**src/rtl/shift_pkg.sv**
```systemverilog
// Shared types and constants for the iterative shift engine and its step stage.
package shift_pkg;

  localparam int W = 8;

  typedef enum logic [2:0] {
    SH_LSR = 3'd0,
    SH_ASR = 3'd1,
    SH_LSL = 3'd2,
    SH_ROR = 3'd3,
    SH_ROL = 3'd4
  } shift_op_t;

  typedef enum logic [1:0] {
    IDLE = 2'd0,
    BUSY = 2'd1,
    DONE = 2'd2
  } eng_state_t;

endpackage

```
**src/rtl/shift_step.sv**
```systemverilog
// Combinational single-pass shift stage of 0..8 positions, built as a
// funnel shifter: {hi, lo} is shifted right and the low W bits are kept.
module shift_step
  import shift_pkg::*;
(
  input  logic [W-1:0] a,
  input  shift_op_t    op,
  input  logic [3:0]   n,
  output logic [W-1:0] o
);

  logic [W-1:0] hi;
  logic [W-1:0] lo;
  logic [3:0]   sh;

  // Map the operation onto funnel inputs; left shifts use 8-n on the right funnel.
  always_comb begin
    hi = '0;
    lo = a;
    sh = 4'd0;
    case (op)
      SH_LSR: begin hi = '0;           lo = a;  sh = n;         end
      SH_ASR: begin hi = {W{a[W-1]}};  lo = a;  sh = n;         end
      SH_LSL: begin hi = a;            lo = '0; sh = 4'd8 - n;  end
      SH_ROR: begin hi = a;            lo = a;  sh = n;         end
      SH_ROL: begin hi = a;            lo = a;  sh = 4'd8 - n;  end
      // Unknown op codes pass the operand through unchanged.
      default: begin hi = '0;          lo = a;  sh = 4'd0;      end
    endcase
  end

  // The funnel output is truncated to W bits; results never widen.
  always_comb begin
    o = W'({hi, lo} >> sh);
  end

endmodule

```
**src/rtl/iter_shift_engine.sv**
```systemverilog
// Multi-cycle shift unit: accepts one request, applies at most STEP_MAX
// positions per cycle through a single shift_step, then presents the result.
// Handshake: a transfer happens on a rising edge where valid and ready are
// both high; the engine only accepts in IDLE and holds out_data stable in
// DONE until out_ready is seen.
module iter_shift_engine
  import shift_pkg::*;
#(
  parameter int AMT_W    = 5,
  parameter int STEP_MAX = 7
) (
  input  logic             clk,
  input  logic             nrst,
  input  logic             in_valid,
  output logic             in_ready,
  input  logic [W-1:0]     in_data,
  input  shift_op_t        in_op,
  input  logic [AMT_W-1:0] in_amt,
  output logic             out_valid,
  input  logic             out_ready,
  output logic [W-1:0]     out_data,
  output logic             busy
);

  eng_state_t       state;
  eng_state_t       state_nxt;
  logic [W-1:0]     acc;
  logic [AMT_W-1:0] rem;
  shift_op_t        op_q;
  logic [3:0]       step_n;
  logic [W-1:0]     step_out;

  // Distance for this pass: the remaining amount clipped to STEP_MAX.
  always_comb begin
    step_n = (rem > AMT_W'(STEP_MAX)) ? 4'(STEP_MAX) : rem[3:0];
  end

  shift_step u_step (
    .a  (acc),
    .op (op_q),
    .n  (step_n),
    .o  (step_out)
  );

  // State register.
  always_ff @(posedge clk or negedge nrst) begin
    if (!nrst) state <= IDLE;
    else       state <= state_nxt;
  end

  // Next-state logic.
  always_comb begin
    state_nxt = state;
    case (state)
      IDLE:    if (in_valid)      state_nxt = BUSY;
      BUSY:    if (rem == '0)     state_nxt = DONE;
      DONE:    if (out_ready)     state_nxt = IDLE;
      default:                    state_nxt = IDLE;
    endcase
  end

  // Status outputs decoded from the state.
  always_comb begin
    in_ready  = (state == IDLE);
    out_valid = (state == DONE);
    busy      = (state != IDLE);
  end

  // Datapath: capture on accept, then one clipped pass per BUSY cycle.
  always_ff @(posedge clk or negedge nrst) begin
    if (!nrst) begin
      acc  <= '0;
      rem  <= '0;
      op_q <= SH_LSR;
    end else if (state == IDLE && in_valid) begin
      acc  <= in_data;
      rem  <= in_amt;
      op_q <= in_op;
    end else if (state == BUSY && rem != '0) begin
      acc  <= step_out;
      rem  <= rem - AMT_W'(step_n);
    end
  end

  assign out_data = acc;

endmodule

```
**config.mk**
```make
export PLATFORM = sky130hd
export DESIGN_NAME = iter_shift_engine
export DESIGN_NICKNAME = d
export VERILOG_FILES = /design/src/rtl/shift_pkg.sv /design/src/rtl/shift_step.sv /design/src/rtl/iter_shift_engine.sv
export SDC_FILE = /design/constraint.sdc
export NUM_CORES = 1
export LEC_CHECK = 0
export CAP_MARGIN = 20
export CORE_ASPECT_RATIO = 1.75
export CORE_MARGIN = 5
export CORE_UTILIZATION = 60
export CTS_BUF_LIST = sky130_fd_sc_hd__clkbuf_16
export CTS_CLUSTER_SIZE = 16
export DETAILED_ROUTE_END_ITERATION = 6
export PLACE_DENSITY_LB_ADDON = 0.2
export SYNTH_ARGS = -nofsm -noshare
export SYNTH_HDL_FRONTEND = slang
export SYNTH_HIERARCHICAL = 1
export SYNTH_SLANG_ARGS = --single-unit
```
**constraint.sdc**
```tcl
create_clock -name clk -period 7.1 [get_ports clk]
set_input_delay 1.065 -clock clk [delete_from_list [all_inputs] [get_ports clk]]
set_output_delay 1.065 -clock clk [all_outputs]
set_load 0.1 [all_outputs]
```
== Yosys cells after proc, flatten, opt, wreduce, memory -nomap -nowiden ==
Cells that the tools add are included.

* Equal/unequal tests: 9
* Mux-type cells: 12
* Add/sub/neg operators: 2
* Shift operators: 1
* Reductions and logical operators: 12
* Magnitude comparators: 1

{| class="wikitable"
|+ Operators by type and width
! cell !! number
|-
| 2-to-1 mux 8 bit || 3
|-
| case mux 8 bit (2 select lines) || 1
|-
| right shift 16 x 4 -> 8 bit || 1
|-
| 2-to-1 mux 5 bit || 2
|-
| case mux 4 bit (2 select lines) || 1
|-
| equality test 3 x 2 -> 1 bit (second input constant) || 2
|-
| 2-to-1 mux 2 bit || 3
|-
| case mux 2 bit (3 select lines) || 1
|-
| OR reduction 3 bit || 2
|-
| > comparator 5 x 3 -> 1 bit (second input constant) || 1
|-
| logical NOT 5 bit || 1
|-
| nonzero test 5 bit || 1
|-
| subtractor 5 x 4 -> 5 bit || 1
|-
| 2-to-1 mux 4 bit || 1
|-
| inequality test 2 bit (second input constant) || 2
|-
| nonzero test 2 bit || 2
|-
| subtractor 4 bit (first input constant) || 1
|-
| equality test 3 x 1 -> 1 bit (second input constant) || 1
|-
| equality test 3 bit (second input constant) || 1
|-
| logical NOT 3 bit || 1
|-
| AND reduction 3 bit || 1
|-
| equality test 2 x 1 -> 1 bit (second input constant) || 1
|-
| equality test 2 bit (second input constant) || 1
|-
| logical AND 1 bit || 2
|-
| other kinds (3) || 3
|}

* Output and inout port bits: 11
* Register bits: 18

== Depth between registers and ports, before layout ==
Gate-level depths: netlist of the first run.

* Word-level depth: 7
* Mapped depth: 14
* Gate-level depth less buffers: 12

== By module ==
Netlist of the first run, hierarchy kept.

{| class="wikitable"
|+ By module, submodules not included
! module !! cells an instance !! area each (µm²) !! times used !! seq. area each (µm²)
|-
| shift_step || 155 || 1,173.6 || 1 || 0.0
|-
| iter_shift_engine || 97 || 1,012.2 || 1 || 450.4
|}

== Worst setup path after synthesis of the first run ==
No wires, ideal clock.

* Kind: register to output
* Start point: register state[0]
* End point: output port busy
* Setup slack: 3.308 ns
* Stages on the path, launching flop included: 4
* Arrival: 2.727 ns
* Cells stage by stage: dfrtp_1 > buf_4 > nor2_1 > inv_1

* Word-level cells in the longest chain between the ends: 1

{| class="wikitable"
|+ Ends and longest elaborated chain
! item !! RTL line !! RTL
|-
| from (decl) || iter_shift_engine.sv:25 || <nowiki>eng_state_t state;</nowiki>
|-
| from (signal assigned) || iter_shift_engine.sv:48 || <nowiki>else state <= state_nxt;</nowiki>
|-
| nonzero test 2 bit || iter_shift_engine.sv:66 || <nowiki>busy = (state != IDLE);</nowiki>
|-
| to (decl) || iter_shift_engine.sv:22 || <nowiki>output logic busy</nowiki>
|}

Every way passes these cells.

== Worst setup path after layout of the first run ==
* Start point: register rem[3]
* End point: register acc[3], in the netlist out_data[3]

* Word-level cells in the longest chain between the ends: 7
* Elaborated cells between the ends (all ways): 10

{| class="wikitable"
|+ Ends and longest elaborated chain
! item !! RTL line !! RTL
|-
| from (decl) || iter_shift_engine.sv:28 || <nowiki>logic [AMT_W-1:0] rem;</nowiki>
|-
| from (signal assigned) || iter_shift_engine.sv:77 || <nowiki>rem <= in_amt;</nowiki>
|-
| from (signal assigned) || iter_shift_engine.sv:81 || <nowiki>rem <= rem - AMT_W'(step_n);</nowiki>
|-
| > comparator 5 x 3 -> 1 bit (*) || iter_shift_engine.sv:35 || <nowiki>step_n = (rem > AMT_W'(STEP_MAX)) ? 4'(STEP_MAX) : rem[3:0];</nowiki>
|-
| 2-to-1 mux 4 bit (*) || iter_shift_engine.sv:35 ||
|-
| net step_n[0] || iter_shift_engine.sv:30 || <nowiki>logic [3:0] step_n;</nowiki>
|-
| subtractor 4 bit || shift_step.sv:24, shift_step.sv:26 ||
|-
| case mux 4 bit (2 select lines) (*) || shift_step.sv:21 || <nowiki>case (op)</nowiki>
|-
| right shift 16 x 4 -> 8 bit (*) || shift_step.sv:34 || <nowiki>o = W'({hi, lo} >> sh);</nowiki>
|-
| net step_out[3] || iter_shift_engine.sv:31 || <nowiki>logic [W-1:0] step_out;</nowiki>
|-
| 2-to-1 mux 8 bit (*) || iter_shift_engine.sv:79 || <nowiki>end else if (state == BUSY && rem != '0) begin</nowiki>
|-
| 2-to-1 mux 8 bit (*) || iter_shift_engine.sv:75 || <nowiki>end else if (state == IDLE && in_valid) begin</nowiki>
|-
| to (signal assigned) || iter_shift_engine.sv:76 || <nowiki>acc <= in_data;</nowiki>
|-
| to (signal assigned) || iter_shift_engine.sv:80 || <nowiki>acc <= step_out;</nowiki>
|-
| to (decl) || iter_shift_engine.sv:27 || <nowiki>logic [W-1:0] acc;</nowiki>
|}

Mark *: on every way through the listed nets, which the timed path passes. The rest lies on a longest branch. The select of a mux whose other input is x is not followed.
A chain may end at the register's enable or synchronous reset.

==> results of run 1 <==
==> logic make-up after synthesis <==
family | synth area share [%]
other | 0.172
AOI/OAI and AO/OA | 33.2
and+or+nand+nor | 22.0
muxes | 10.4
xor gates and xnor gates | 3.55
adders and majority gates | 1.14
DFF | 20.6
buffers and inverters | 8.93
==> worst reg2reg max path: stages, from the launching register on <==
cell      delay, ps
dfrtp_1         460
nor3_2          120
inv_1           430
inv_1           220
ha_1            370
nand2b_4         70
o22ai_2         550
a21boi_0        230
o221ai_2        220
a31oi_1         110
a211oi_1        210
mux2i_1         130
a21oi_2         140
==> state kept, by name, summed over array words and instances (netlist names) <==
| name | cells |
|---|---|
| out_data | 8 |
| state | 2 |
| rem | 5 |
| op_q | 3 |
==> cell usage after synthesis (all sizes together), types with 3 or more instances <==
cell and instances:
mux2 5, o21bai 3, nand2b 5, o221ai 4, o21ai 17, o21a 3
nor2 21, o211ai 6, nand2 23, inv 11, o22ai 3, nor3 7
a21oi 20, mux2i 17, xnor2 3, and2 3, a21o 5, buf 16
nand3 9, dfrtp 18, a22oi 3, and3 3, a211oi 6, a32oi 3
==> area by class of cell <==
cell class                      count  area share, %
Timing Repair Buffer               31           12.4
Clock inverter                      1          0.152
Clock buffer                        3           3.03
Multi-Input combinational cell    205           62.2
Sequential cell                    18           18.2
Tap cell                           46           2.32
Inverter                           11           1.67
==> metrics by stage <==
stage	area (µm²)	setup WS, ps	utilization, %	cells	hold slack (ps)
final	2480	3750	68.9	315	593
after global routing	2480	3500	68.9	315	672
after detailed placement	2400	3850	66.7	311	577
after CTS	2480	3800	68.9	315	591
after global placement	2400	3960	66.7	311	581
after floorplan	2190	3310	-	252	504
==> layer usage <==
| layer | vias up | global-route usage (%) |
|---|---|---|
| met1 | 1003 | 25.5 |
| met4 | 0 | 16.8 |
| met5 | - | 0 |
| li1 | 968 | - |
| met3 | 37 | 2.15 |
| met2 | 114 | 43.5 |
==> path summary, 6_finish.rpt <==
check | to | depth (start not counted)
setup reg to reg | out_data[3]$_DFFE_PN0P_ | 12
max in group asynchronous | out_data[1]$_DFFE_PN0P_ | 1
min in group asynchronous | out_data[2]$_DFFE_PN0P_ | 1
setup / recovery | out_data[3]$_DFFE_PN0P_ | 12
hold reg to reg | rem[0]$_DFFE_PN0P_ | 2
hold / removal | rem[0]$_DFFE_PN0P_ | 2
==> impl_metrics.json, run 1 <==
{
  "status": "completed",
  "grt_overflow": 0,
  "track_usage_pct": 24.1,
  "worstSetupStartpoint": "rem[3]$_DFFE_PN0P_",
  "rsz0062_at_grt": "no",
  "viasPerCell": 6.74,
  "min_path_type": "reg2reg",
  "fin_setup_tns_ps": 0,
  "drt-initial-drc-count": 106,
  "critPathArrivalTime_ps": 3520,
  "drive_gt1_share_pct": 16.7,
  "wl_met3_um": 321,
  "regArea_um2": 450,
  "core_area_um2": 3590,
  "layout_commonest_cell": "clkdlybuf4s50_1",
  "ys_ff_latch": 18,
  "clk_latency_ps": 250,
  "cp_top_family": "compound AO/OA/AOI/OAI gates",
  "cp.buffers_inverters": 2,
  "synth-edff-count": 0,
  "fin_skew_ps": 2.69,
  "initial_core_util_pct": 60.8,
  "numCtsBuffers": 3,
  "mappedNetlistArea_um2": 2190,
  "worstHoldStart": "rem[0]$_DFFE_PN0P_",
  "clock-sinks": 18,
  "rows": 29,
  "yosysTopAreaCellShare_pct": 20.6,
  "crit_fanout": 16,
  "syn_to_final_growth_pct": 13.3,
  "n_antenna_cell": 0,
  "io_buffers": 30,
  "clk_path_buf_depth": 2,
  "synth_area_leaders": "dfrtp_1 21%, mux2i_1 7.8%, buf_6 4.6%, a21oi_2 4.0%, nand2_1 3.8%",
  "wire_per_inst_um": 18.9,
  "htreeDepth": 1,
  "post_cts_resized": 0,
  "wl_met1_um": 2150,
  "min_period_ps": 3350,
  "required_ps": 7280,
  "drc_errors": 0,
  "die_h_um": 89.8,
  "grt_first_pass_wirelength_um": 9910,
  "fin_nets": 292,
  "wl_met2_um": 3140,
  "final_antenna_net_count": 0,
  "crit_path_start_kind": "flop",
  "hold_buffers": 0,
  "r2r_setup_slack_ps": 3750,
  "syn_nets": 274,
  "crit_type": "reg2reg",
  "maxCapViolCount": 0,
  "post-cts-setup-buffer-count": 0,
  "gp_congestion": 0.979,
  "cts_tree": "done",
  "root_buffer": "clkbuf_16",
  "synthCells": 252,
  "drtPass1Iterations": 5,
  "setup_viol": 0,
  "clk_pin_slew_ps": 50,
  "max_stage_delay_ps": 550,
  "antenna_found_initial": 0,
  "routed_wl_um": 5950,
  "num_vias": 2122,
  "grt_pass1_vias": 2084,
  "cp-end-kind": "flop",
  "multi_input_area_um2": 1540,
  "path_cells": "nor3_2 > inv_1 > inv_1 > ha_1 > nand2b_4 > o22ai_2 > a21boi_0 > o221ai_2 > a31oi_1 > a211oi_1 > mux2i_1 > a21oi_2",
  "async_flop_share_pct": 100,
  "yosysUniqueCellTypes": 71,
  "yosys.area.top_type": "dfrtp_1",
  "hpwl_um": 4580,
  "timing.final.crit_share_pct": 47.1,
  "r2r_start": "rem[3]$_DFFE_PN0P_",
  "grt_max_degree": 24,
  "avgSynthCellArea_um2": 8.67,
  "final_cell_mix": "30 x clkdlybuf4s50_1, 22 x nand2_1, 20 x nor2_1",
  "ys_seq_area_share_pct": 20.6,
  "slew_headroom_pct": 25.0,
  "die_x_um": 55.6,
  "maxSlewViolCount": 0,
  "finalHoldViolCount": 0,
  "ys_warn_count": 6,
  "cpMaxStageDelayCell": "o22ai_2",
  "top_layer_used": "met4",
  "dieArea_um2": 5000,
  "pin_count": 31,
  "fill_cells": 273,
  "tightest_slew_ps": 1130,
  "synth-main-ff-cell": "dfrtp_1",
  "fmax_ghz": 0.299,
  "cp_common_cell": "inv_1"
}
Power of run 1 is not shown: default switching activity piles up to over one toggle a cycle in this logic, so the estimate is an artifact.
==> inputs of run 2 (changes only) <==
--- a/config.mk
+++ b/config.mk
@@ -8,7 +8,7 @@
 export CAP_MARGIN = 20
 export CORE_ASPECT_RATIO = 1.75
 export CORE_MARGIN = 5
-export CORE_UTILIZATION = 60
+export CORE_UTILIZATION = 50
 export CTS_BUF_LIST = sky130_fd_sc_hd__clkbuf_16
 export CTS_CLUSTER_SIZE = 16
 export DETAILED_ROUTE_END_ITERATION = 6
==> constraint.sdc (replaced) <==
create_clock -name clk -period 2.9 [get_ports clk]
set_input_delay 0.435 -clock clk [delete_from_list [all_inputs] [get_ports clk]]
set_output_delay 0.435 -clock clk [all_outputs]
set_load 0.1 [all_outputs]
==> run 2 against run 1 <==
Net effect: global-route usage decreased by 2.4 points; critical path depth shrank 1; non-clock buffer count up 12; core utilization fell by 8.2 points; count of clock-buffer cells in the layout unchanged; worst setup slack lost 3500 ps; clock skew grew 1.3 ps; die area rose by 17%; maximum frequency increased by 25%; via count is 3.8% lower; first-iteration DRC count up 13%; critical endpoint unchanged.
==> impl_metrics.json, run 2 (same netlist as run 1, synthesis figures left out) <==
{
  "routed_wl_um": 6030,
  "crit_fanout": 8,
  "maxCapViolCount": 0,
  "maxSlewViolCount": 0,
  "cp-end-kind": "flop",
  "hold_buffers": 0,
  "setup_viol": 0,
  "clock-sinks": 18,
  "pin_count": 31,
  "crit_path_start_kind": "flop",
  "n_antenna_cell": 0,
  "wire_per_inst_um": 18.3,
  "top_layer_used": "met4",
  "post_cts_resized": 0,
  "numCtsBuffers": 3,
  "hold_depth": 2,
  "core_area_um2": 4190,
  "htreeDepth": 1,
  "clk_pin_slew_ps": 50,
  "max_stage_delay_ps": 440,
  "tightest_slew_ps": 848,
  "cpMaxStageDelayCell": "dfrtp_1",
  "finalHoldViolCount": 0,
  "critPathArrivalTime_ps": 2850,
  "status": "completed",
  "crit_type": "reg2reg",
  "dieArea_um2": 5850,
  "layout_commonest_cell": "buf_4",
  "hpwl_um": 4800,
  "track_usage_pct": 21.8,
  "fmax_ghz": 0.375,
  "antenna_found_initial": 0,
  "wl_met2_um": 3280,
  "die_h_um": 97.5,
  "cp_num_cells": 11,
  "min_period_ps": 2670,
  "grt_first_pass_wirelength_um": 9930,
  "final_cell_mix": "24 x buf_4, 22 x nand2_1, 19 x nor2_1, 19 x clkdlybuf4s50_1, 18 x dfrtp_1",
  "viasPerCell": 6.19,
  "worstSetupStartpoint": "rem[4]$_DFFE_PN0P_",
  "timing.final.crit_share_pct": 91.9,
  "grt_pass1_vias": 2091,
  "die_x_um": 60.0,
  "multi_input_area_um2": 1540,
  "drive_gt1_share_pct": 24.6,
  "initial_core_util_pct": 52.2,
  "path_cells": "or3_1 > inv_1 > ha_1 > nand2b_4 > o22ai_2 > a21boi_0 > o221ai_2 > a31oi_1 > a211oi_1 > mux2i_1 > a21oi_2",
  "syn_to_final_growth_pct": 16.4,
  "drtPass1Iterations": 4,
  "rows": 31,
  "root_buffer": "clkbuf_16",
  "fin_skew_ps": 3.98,
  "worstHoldStart": "rem[0]$_DFFE_PN0P_",
  "post-cts-setup-buffer-count": 0,
  "regArea_um2": 450,
  "largest_register_ffs": 8,
  "grt_max_degree": 24,
  "wl_met3_um": 246,
  "grt_overflow": 0,
  "r2r_start": "rem[4]$_DFFE_PN0P_",
  "cts_tree": "done",
  "clk_latency_ps": 250,
  "io_buffers": 30,
  "drt-initial-drc-count": 120,
  "rsz0062_at_grt": "no",
  "final_antenna_net_count": 0,
  "cp_top_family": "compound AO/OA/AOI/OAI gates",
  "cp.buffers_inverters": 1,
  "fin_setup_tns_ps": 0,
  "gp_congestion": 0.952,
  "required_ps": 3080,
  "slew_headroom_pct": 43.3,
  "clk_path_buf_depth": 2,
  "min_path_type": "reg2reg",
  "num_vias": 2042,
  "fill_cells": 387,
  "drc_errors": 0,
  "reg2regPathDepth": 11,
  "fin_nets": 304,
  "wl_met1_um": 2270
}
## run 2: cell type report
cell class | count | share of cell area [%]
multi-input combinational | 205 | 60.6
sequential | 18 | 17.7
timing repair buffer | 43 | 14.6
clock buffer | 3 | 2.95
tap | 49 | 2.41
inverter | 11 | 1.62
clock inverter | 1 | 0.147
## run 2: worst paths after layout
kind                                                 to  slack [ps]
worst min-delay path                 rem[0]$_DFFE_PN0P_         640
worst min register to register       rem[0]$_DFFE_PN0P_         640
worst max-delay path            out_data[3]$_DFFE_PN0P_         230
worst max register to register  out_data[3]$_DFFE_PN0P_         230
max in group asynchronous           op_q[1]$_DFFE_PN0P_        1710
min in group asynchronous       out_data[4]$_DFFE_PN0P_         670
## run 2: through the flow
step           hold WS (ps)  utilization, %  setup slack [ps]  instance area, µm²  cells
2_1_floorplan           139               -               367                2190    252
3_3_place_gp            625            58.9               351                2470    326
3_5_place_dp            639            58.9               283                2470    326
4_1_cts                 648            60.8               239                2540    330
5_1_grt                 660            60.8              28.5                2540    330
6_report                641            60.8               234                2540    330
## run 2: worst reg2reg max path, delay by kind of cell, from the launching register on
family / cells / cell delay, ps
AO/OA/AOI/OAI: 6 / 1280
adder cells (fa/ha/maj): 1 / 160
buffers and inverters: 1 / 70
flip-flops: 1 / 440
multiplexers: 1 / 140
AND/OR/NAND/NOR: 2 / 500
## run 2: per-layer routing
layer  vias to the layer above  global-route usage [%]
li1                        990                       -
met1                       963                    24.4
met2                        68                    38.5
met3                        21                    1.99
met4                         0                    10.9
met5                         -                       0
Power of run 2 is left out for the same reason.
